<file path="src/rtl/mc_main_fsm.sv">
// Main control FSM of the multicycle ARM datapath: FETCH/DECODE/execute/writeback sequencing.
// Optional memory wait handshake and timeout enabled by defining MEM_WAIT_EN.
module mc_main_fsm #(
   parameter int WAIT_LIMIT = 15
) (
   input  logic       clk,
   input  logic       reset,
   input  logic [1:0] op,
   input  logic [5:0] funct,
   input  logic       mem_ready,
   output logic       ir_write,
   output logic       next_pc,
   output logic       branch,
   output logic       reg_w,
   output logic       mem_w,
   output logic       adr_src,
   output logic       alu_src_a,
   output logic [1:0] alu_src_b,
   output logic [1:0] result_src,
   output logic       alu_op,
   output logic       instr_done,
   output logic       undef,
   output logic       mem_timeout,
   output logic [3:0] dbg_state
);

   typedef enum logic [3:0] {
      S_FETCH    = 4'd0,
      S_DECODE   = 4'd1,
      S_MEMADR   = 4'd2,
      S_MEMRD    = 4'd3,
      S_MEMWR    = 4'd4,
      S_MEMWB    = 4'd5,
      S_EXECUTER = 4'd6,
      S_EXECUTEI = 4'd7,
      S_ALUWB    = 4'd8,
      S_BRANCH   = 4'd9
   } state_e;

   state_e state_q, state_d;

   // mem_go: the current memory state may advance; wait_exp: it gives up and restarts.
   logic mem_go;
   logic wait_exp;
   logic unused_bits;

`ifdef MEM_WAIT_EN
   localparam int WW = (WAIT_LIMIT < 1) ? 1 : $clog2(WAIT_LIMIT + 1);
   localparam logic [WW-1:0] WAIT_MAX = WW'(WAIT_LIMIT);

   logic [WW-1:0] wait_q;
   logic          mem_state;
   logic          wait_hold;

   assign mem_state = (state_q == S_FETCH) || (state_q == S_MEMRD) || (state_q == S_MEMWR);
   assign mem_go    = mem_ready;
   assign wait_exp  = !mem_ready && (wait_q == WAIT_MAX);
   assign wait_hold = mem_state && !mem_go && !wait_exp;

   // Counter is zero on entry to every memory state because any non-hold cycle clears it.
   always_ff @(posedge clk or posedge reset) begin
      if (reset) begin
         wait_q <= '0;
      end else if (wait_hold) begin
         wait_q <= wait_q + 1'b1;
      end else begin
         wait_q <= '0;
      end
   end

   assign unused_bits = ^funct[4:1];
`else
   assign mem_go      = 1'b1;
   assign wait_exp    = 1'b0;
   assign unused_bits = ^{funct[4:1], mem_ready, 1'(WAIT_LIMIT)};
`endif

   always_ff @(posedge clk or posedge reset) begin
      if (reset) begin
         state_q <= S_FETCH;
      end else begin
         state_q <= state_d;
      end
   end

   always_comb begin
      state_d     = S_FETCH;
      ir_write    = 1'b0;
      next_pc     = 1'b0;
      branch      = 1'b0;
      reg_w       = 1'b0;
      mem_w       = 1'b0;
      adr_src     = 1'b0;
      alu_src_a   = 1'b0;
      alu_src_b   = 2'b00;
      result_src  = 2'b00;
      alu_op      = 1'b0;
      instr_done  = 1'b0;
      undef       = 1'b0;
      mem_timeout = 1'b0;

      case (state_q)
         S_FETCH: begin
            alu_src_a  = 1'b1;
            alu_src_b  = 2'b10;
            result_src = 2'b10;
            if (mem_go) begin
               ir_write = 1'b1;
               next_pc  = 1'b1;
               state_d  = S_DECODE;
            end else if (wait_exp) begin
               mem_timeout = 1'b1;
               state_d     = S_FETCH;
            end else begin
               state_d = S_FETCH;
            end
         end
         S_DECODE: begin
            alu_src_a  = 1'b1;
            alu_src_b  = 2'b10;
            result_src = 2'b10;
            case (op)
               2'b00:   state_d = funct[5] ? S_EXECUTEI : S_EXECUTER;
               2'b01:   state_d = S_MEMADR;
               2'b10:   state_d = S_BRANCH;
               default: begin
                  undef      = 1'b1;
                  instr_done = 1'b1;
                  state_d    = S_FETCH;
               end
            endcase
         end
         S_MEMADR: begin
            alu_src_b = 2'b01;
            state_d   = funct[0] ? S_MEMRD : S_MEMWR;
         end
         S_MEMRD: begin
            adr_src = 1'b1;
            if (mem_go) begin
               state_d = S_MEMWB;
            end else if (wait_exp) begin
               mem_timeout = 1'b1;
               state_d     = S_FETCH;
            end else begin
               state_d = S_MEMRD;
            end
         end
         S_MEMWR: begin
            adr_src = 1'b1;
            mem_w   = 1'b1;
            if (mem_go) begin
               instr_done = 1'b1;
               state_d    = S_FETCH;
            end else if (wait_exp) begin
               mem_timeout = 1'b1;
               state_d     = S_FETCH;
            end else begin
               state_d = S_MEMWR;
            end
         end
         S_MEMWB: begin
            result_src = 2'b01;
            reg_w      = 1'b1;
            instr_done = 1'b1;
            state_d    = S_FETCH;
         end
         S_EXECUTER: begin
            alu_op  = 1'b1;
            state_d = S_ALUWB;
         end
         S_EXECUTEI: begin
            alu_src_b = 2'b01;
            alu_op    = 1'b1;
            state_d   = S_ALUWB;
         end
         S_ALUWB: begin
            reg_w      = 1'b1;
            instr_done = 1'b1;
            state_d    = S_FETCH;
         end
         S_BRANCH: begin
            alu_src_b  = 2'b01;
            result_src = 2'b10;
            branch     = 1'b1;
            instr_done = 1'b1;
            state_d    = S_FETCH;
         end
         default: state_d = S_FETCH;
      endcase
   end

   assign dbg_state = state_q;

endmodule

</file>
<file path="config.mk">
export PLATFORM = sky130hd
export DESIGN_NAME = mc_main_fsm
export DESIGN_NICKNAME = d
export VERILOG_FILES = /design/src/rtl/mc_main_fsm.sv
export SDC_FILE = /design/constraint.sdc
export NUM_CORES = 1
export LEC_CHECK = 0
export CORE_AREA = 2 2 39 41
export CTS_CLUSTER_DIAMETER = 120
export DETAILED_ROUTE_END_ITERATION = 7
export DIE_AREA = 0 0 41 43
export PLACE_DENSITY = 0.71
export RECOVER_POWER = 25
export SYNTH_ARGS = -nofsm -noshare
export SYNTH_HDL_FRONTEND = slang
export SYNTH_SLANG_ARGS = --single-unit
</file>
<file path="constraint.sdc">
create_clock -name clk -period 1.58 [get_ports clk]
set_input_delay 0.237 -clock clk [delete_from_list [all_inputs] [get_ports clk]]
set_output_delay 0.237 -clock clk [all_outputs]
set_load 0.03 [all_outputs]
</file>
==> flow_summary_export.csv <==
group,metric,value,unit
drt,remaining_drc_errors,0,
cells_and_area,fill_cells,123,
timing,share_of_the_clock_period_used_by_the_worst_path,1.02,
drt,drt_iter0_markers,3,
die,fp.dieH,43,um
synthesis,synth_top_area_share,0.262,
cells_and_area,synthToLayoutAreaGrowth,116,%
synthesis,yosysMostFrequentCell,"sky130_fd_sc_hd__nor3_1",
critical_path,setup.worst_path.start_class,"register",
synthesis,synth_top_cells_by_area,"sky130_fd_sc_hd__dfrtp_1 (26%), sky130_fd_sc_hd__nor3_1 (7.9%), sky130_fd_sc_hd__buf_4 (5.9%), sky130_fd_sc_hd__buf_6 (5.9%), sky130_fd_sc_hd__a211oi_1 (3.9%)",
drt,viasPerCell,5.01,
clocking,htreeDepth,1,
power,p_comb_frac,0.823,
drt,drt_wl_total,1.39,mm
timing,report.final.hold_viol_count,0,
cells_and_area,finalNonFillerCells,98,
timing,rsz0062_at_grt,"yes",
clocking,clockRootBuffer,"sky130_fd_sc_hd__clkbuf_4",
synthesis,number_of_enable_type_register_cells_in_the_synthesized_netlist,0,
power,power.total,2.03,mW
global_routing,antenna_violations_before_repair,0,
status,violations,"negative setup slack",
drt,detail_route.first_pass.iterations,2,
timing,finalWorstSetupSlack,-0.0382,ns
drt,drt-wirelength-per-cell,14.2,um
place,total_of_buffers_placed_on_input_and_output_ports,23,
global_routing,grt.total_usage,0.185,
synthesis,synth.yosys.seq_area_share,0.262,
timing,setup_total_negative_slack,-0.103,ns
critical_path,worstPathCellList,"inv_6 > or3_4 > a21oi_4 > buf_6",
timing,max_freq,0.618,GHz
place,finalWeightedCongestion,0.709,
cells_and_area,final_layout_size_suffix_gt1_frac,0.671,
critical_path,crit_path_top_delay_cell,"sky130_fd_sc_hd__dfrtp_2",
clocking,cts-hold-fix-buffers,0,
global_routing,pin_count_of_the_biggest_net_entering_global_routing,9,
die,row_count,14,
place,place_hpwl,926,um
power,switching_power,1.05,mW
timing,final-setup-viol-count,5,
timing,finClkSkew,0.00448,ns
place,dpl.cell_count,87,
hold_path,hold_path_class,"input pin to asynchronous set/reset pin",
drt,vias,491,
synthesis,synthCells,48,
critical_path,cp_top_family,"flip-flops",
global_routing,first_global_vias,457,
synthesis,synth_top_cell_by_area,"sky130_fd_sc_hd__dfrtp_1",
synthesis,synth_warnings,0,
cells_and_area,finish.net_count,95,
status,status,"complete, but fails checks",
clocking,clock_sink_count,4,
die,die-area,1760,um^2
die,design.portCount,30,
power,internal-power,0.980,mW
clocking,worst_setup_hold_path_clk_slew,0.04,ns
flow_run,cap_violations,0,
critical_path,criticalPathCategory,"register to primary output",
synthesis,proportion_of_register_bits_with_asynchronous_set_or_reset_after_synthesis,1.00,
clocking,cts_tree,"done",
power,flop_pwr_share,0.114,
power,clkPwrFrac,0.064,
global_routing,overflow,0,
synthesis,syn_area,382,um^2
power,vdd_ir_drop_max,0.00110,V
critical_path,critical_path_capture_point_type,"primary output",
power,static-leakage-power,0.378,nW
synthesis,synthTopCellsByCount,"sky130_fd_sc_hd__nor3_1 (6), sky130_fd_sc_hd__dfrtp_1 (4), sky130_fd_sc_hd__inv_1 (4), sky130_fd_sc_hd__nor2_1 (4), sky130_fd_sc_hd__buf_4 (3)",
drt,antenna_left,0,
critical_path,crit_path_max_fanout,6,
cells_and_area,antennaDiodeCount,0,
die,placeableCoreArea,1380,um^2
timing,timing.final.crit_period,1.62,ns
synthesis,syn_avg_cell_area,7.95,um^2
power,power_switching_share,0.517,
power,pwr_density_cell,2460,nW/um^2
die,die_w,41,um
critical_path,required,1.34,ns
clocking,worst_skew_pair.late_latency,0.24,ns
clocking,cts-buffers-inserted,3,
global_routing,grt_first_pass_wirelength,2.16,mm
critical_path,arrival,1.38,ns
synthesis,synth.lib_cells_used.distinct,28,
synthesis,yosys_register_bits,4,
critical_path,timing.critical_path.buf_inv,2,
timing,maxSlewViolCount,0,
critical_path,max_stage_delay,0.42,ns
synthesis,syn-num-nets,59,
die,initial_core_util,0.276,
cells_and_area,largest_reg_flops,4,
synthesis,ys.flop_type,"sky130_fd_sc_hd__dfrtp_1",
clocking,cts-root-to-sink-buffers,2,
[logic make-up (layout without fill, tap and decap cells)]
family | after synthesis | count (layout) | synth area share
XOR/XNOR | 1 | 1 | 0.0230
other | 1 | 1 | 0.00983
AND/OR/NAND/NOR | 20 | 20 | 0.282
buffers and inverters | 11 | 45 | 0.193
flip-flops | 4 | 4 | 0.262
AO/OA/AOI/OAI | 11 | 11 | 0.229
[metrics by stage]
stage / setup WS [ns] / hold slack, ns / utilization / instance area (um^2)
after floorplan: -0.112 / 0.00313 / - / 462
after global placement: 0.0811 / 0.423 / 0.481 / 666
after detailed placement: 0.0534 / 0.438 / 0.481 / 666
after CTS: -0.0390 / 0.181 / 0.570 / 788
after global routing: -0.0938 / 0.348 / 0.597 / 826
final: -0.0382 / 0.323 / 0.597 / 826
[repair_timing]
| item | in CTS | in global routing |
|---|---|---|
| gates resized for setup | 16 | 6 |
| pin swaps | 3 | 1 |
| setup endpoints to repair | 15 | 12 |
| setup buffers | 6 | 2 |
[placed cells by master (no fill, tap or decap), types with 2 or more instances in the layout]
cell	netlist	final
sky130_fd_sc_hd__nand2b_4	0	2
sky130_fd_sc_hd__nor3_4	0	2
sky130_fd_sc_hd__clkdlybuf4s50_1	0	4
sky130_fd_sc_hd__inv_1	4	2
sky130_fd_sc_hd__dfrtp_2	0	4
sky130_fd_sc_hd__a21oi_4	0	2
sky130_fd_sc_hd__clkbuf_4	0	3
sky130_fd_sc_hd__nor3_1	6	3
sky130_fd_sc_hd__buf_6	2	6
sky130_fd_sc_hd__dlygate4sd2_1	0	3
sky130_fd_sc_hd__or3_4	1	2
sky130_fd_sc_hd__buf_4	3	22
sky130_fd_sc_hd__nor2_1	4	4
sky130_fd_sc_hd__inv_2	0	2
[power groups by stage]
stage	logic, mW	clock network, mW	registers, mW
6_report	1.67	0.129	0.231
4_1_cts	1.58	0.135	0.226
3_5_place_dp	1.35	0	0.245
3_3_place_gp	1.34	0	0.245
2_1_floorplan	0.923	0	0.263
5_1_grt	1.76	0.144	0.238
[final cells by class]
type | instances | area [um^2] | share of cell area
clock buffer | 3 | 22.5 | 0.0273
inverter | 5 | 23.8 | 0.0288
multi-input combinational | 33 | 333 | 0.403
sequential | 4 | 105 | 0.127
tap | 16 | 20.0 | 0.0242
timing repair buffer | 37 | 322 | 0.389
[path summary, 6_finish.rpt]
check	start	end	slack, ns	cells after the start
min	reset	dbg_state[1]$_DFF_PP0_	0.32	2
max in group asynchronous	reset	dbg_state[3]$_DFF_PP0_	1.08	2
min in group clk	op[1]	dbg_state[1]$_DFF_PP0_	0.49	3
max reg2reg	dbg_state[2]$_DFF_PP0_	dbg_state[0]$_DFF_PP0_	0.38	3
max	dbg_state[1]$_DFF_PP0_	adr_src	-0.04	4
min reg2reg	dbg_state[1]$_DFF_PP0_	dbg_state[0]$_DFF_PP0_	0.66	2
[metal layers]
layer  global-route usage  share of wire  wire length [um]  vias up
li1                     -              -                 -      237
met1                0.214           0.38               525      242
met2                0.294           0.58               812       12
met3               0.0314          0.038                53        0
met4                0.120              0                 0        0
met5                    0              0                 0        -
No activity file was read; power rests on OpenSTA's default activity.
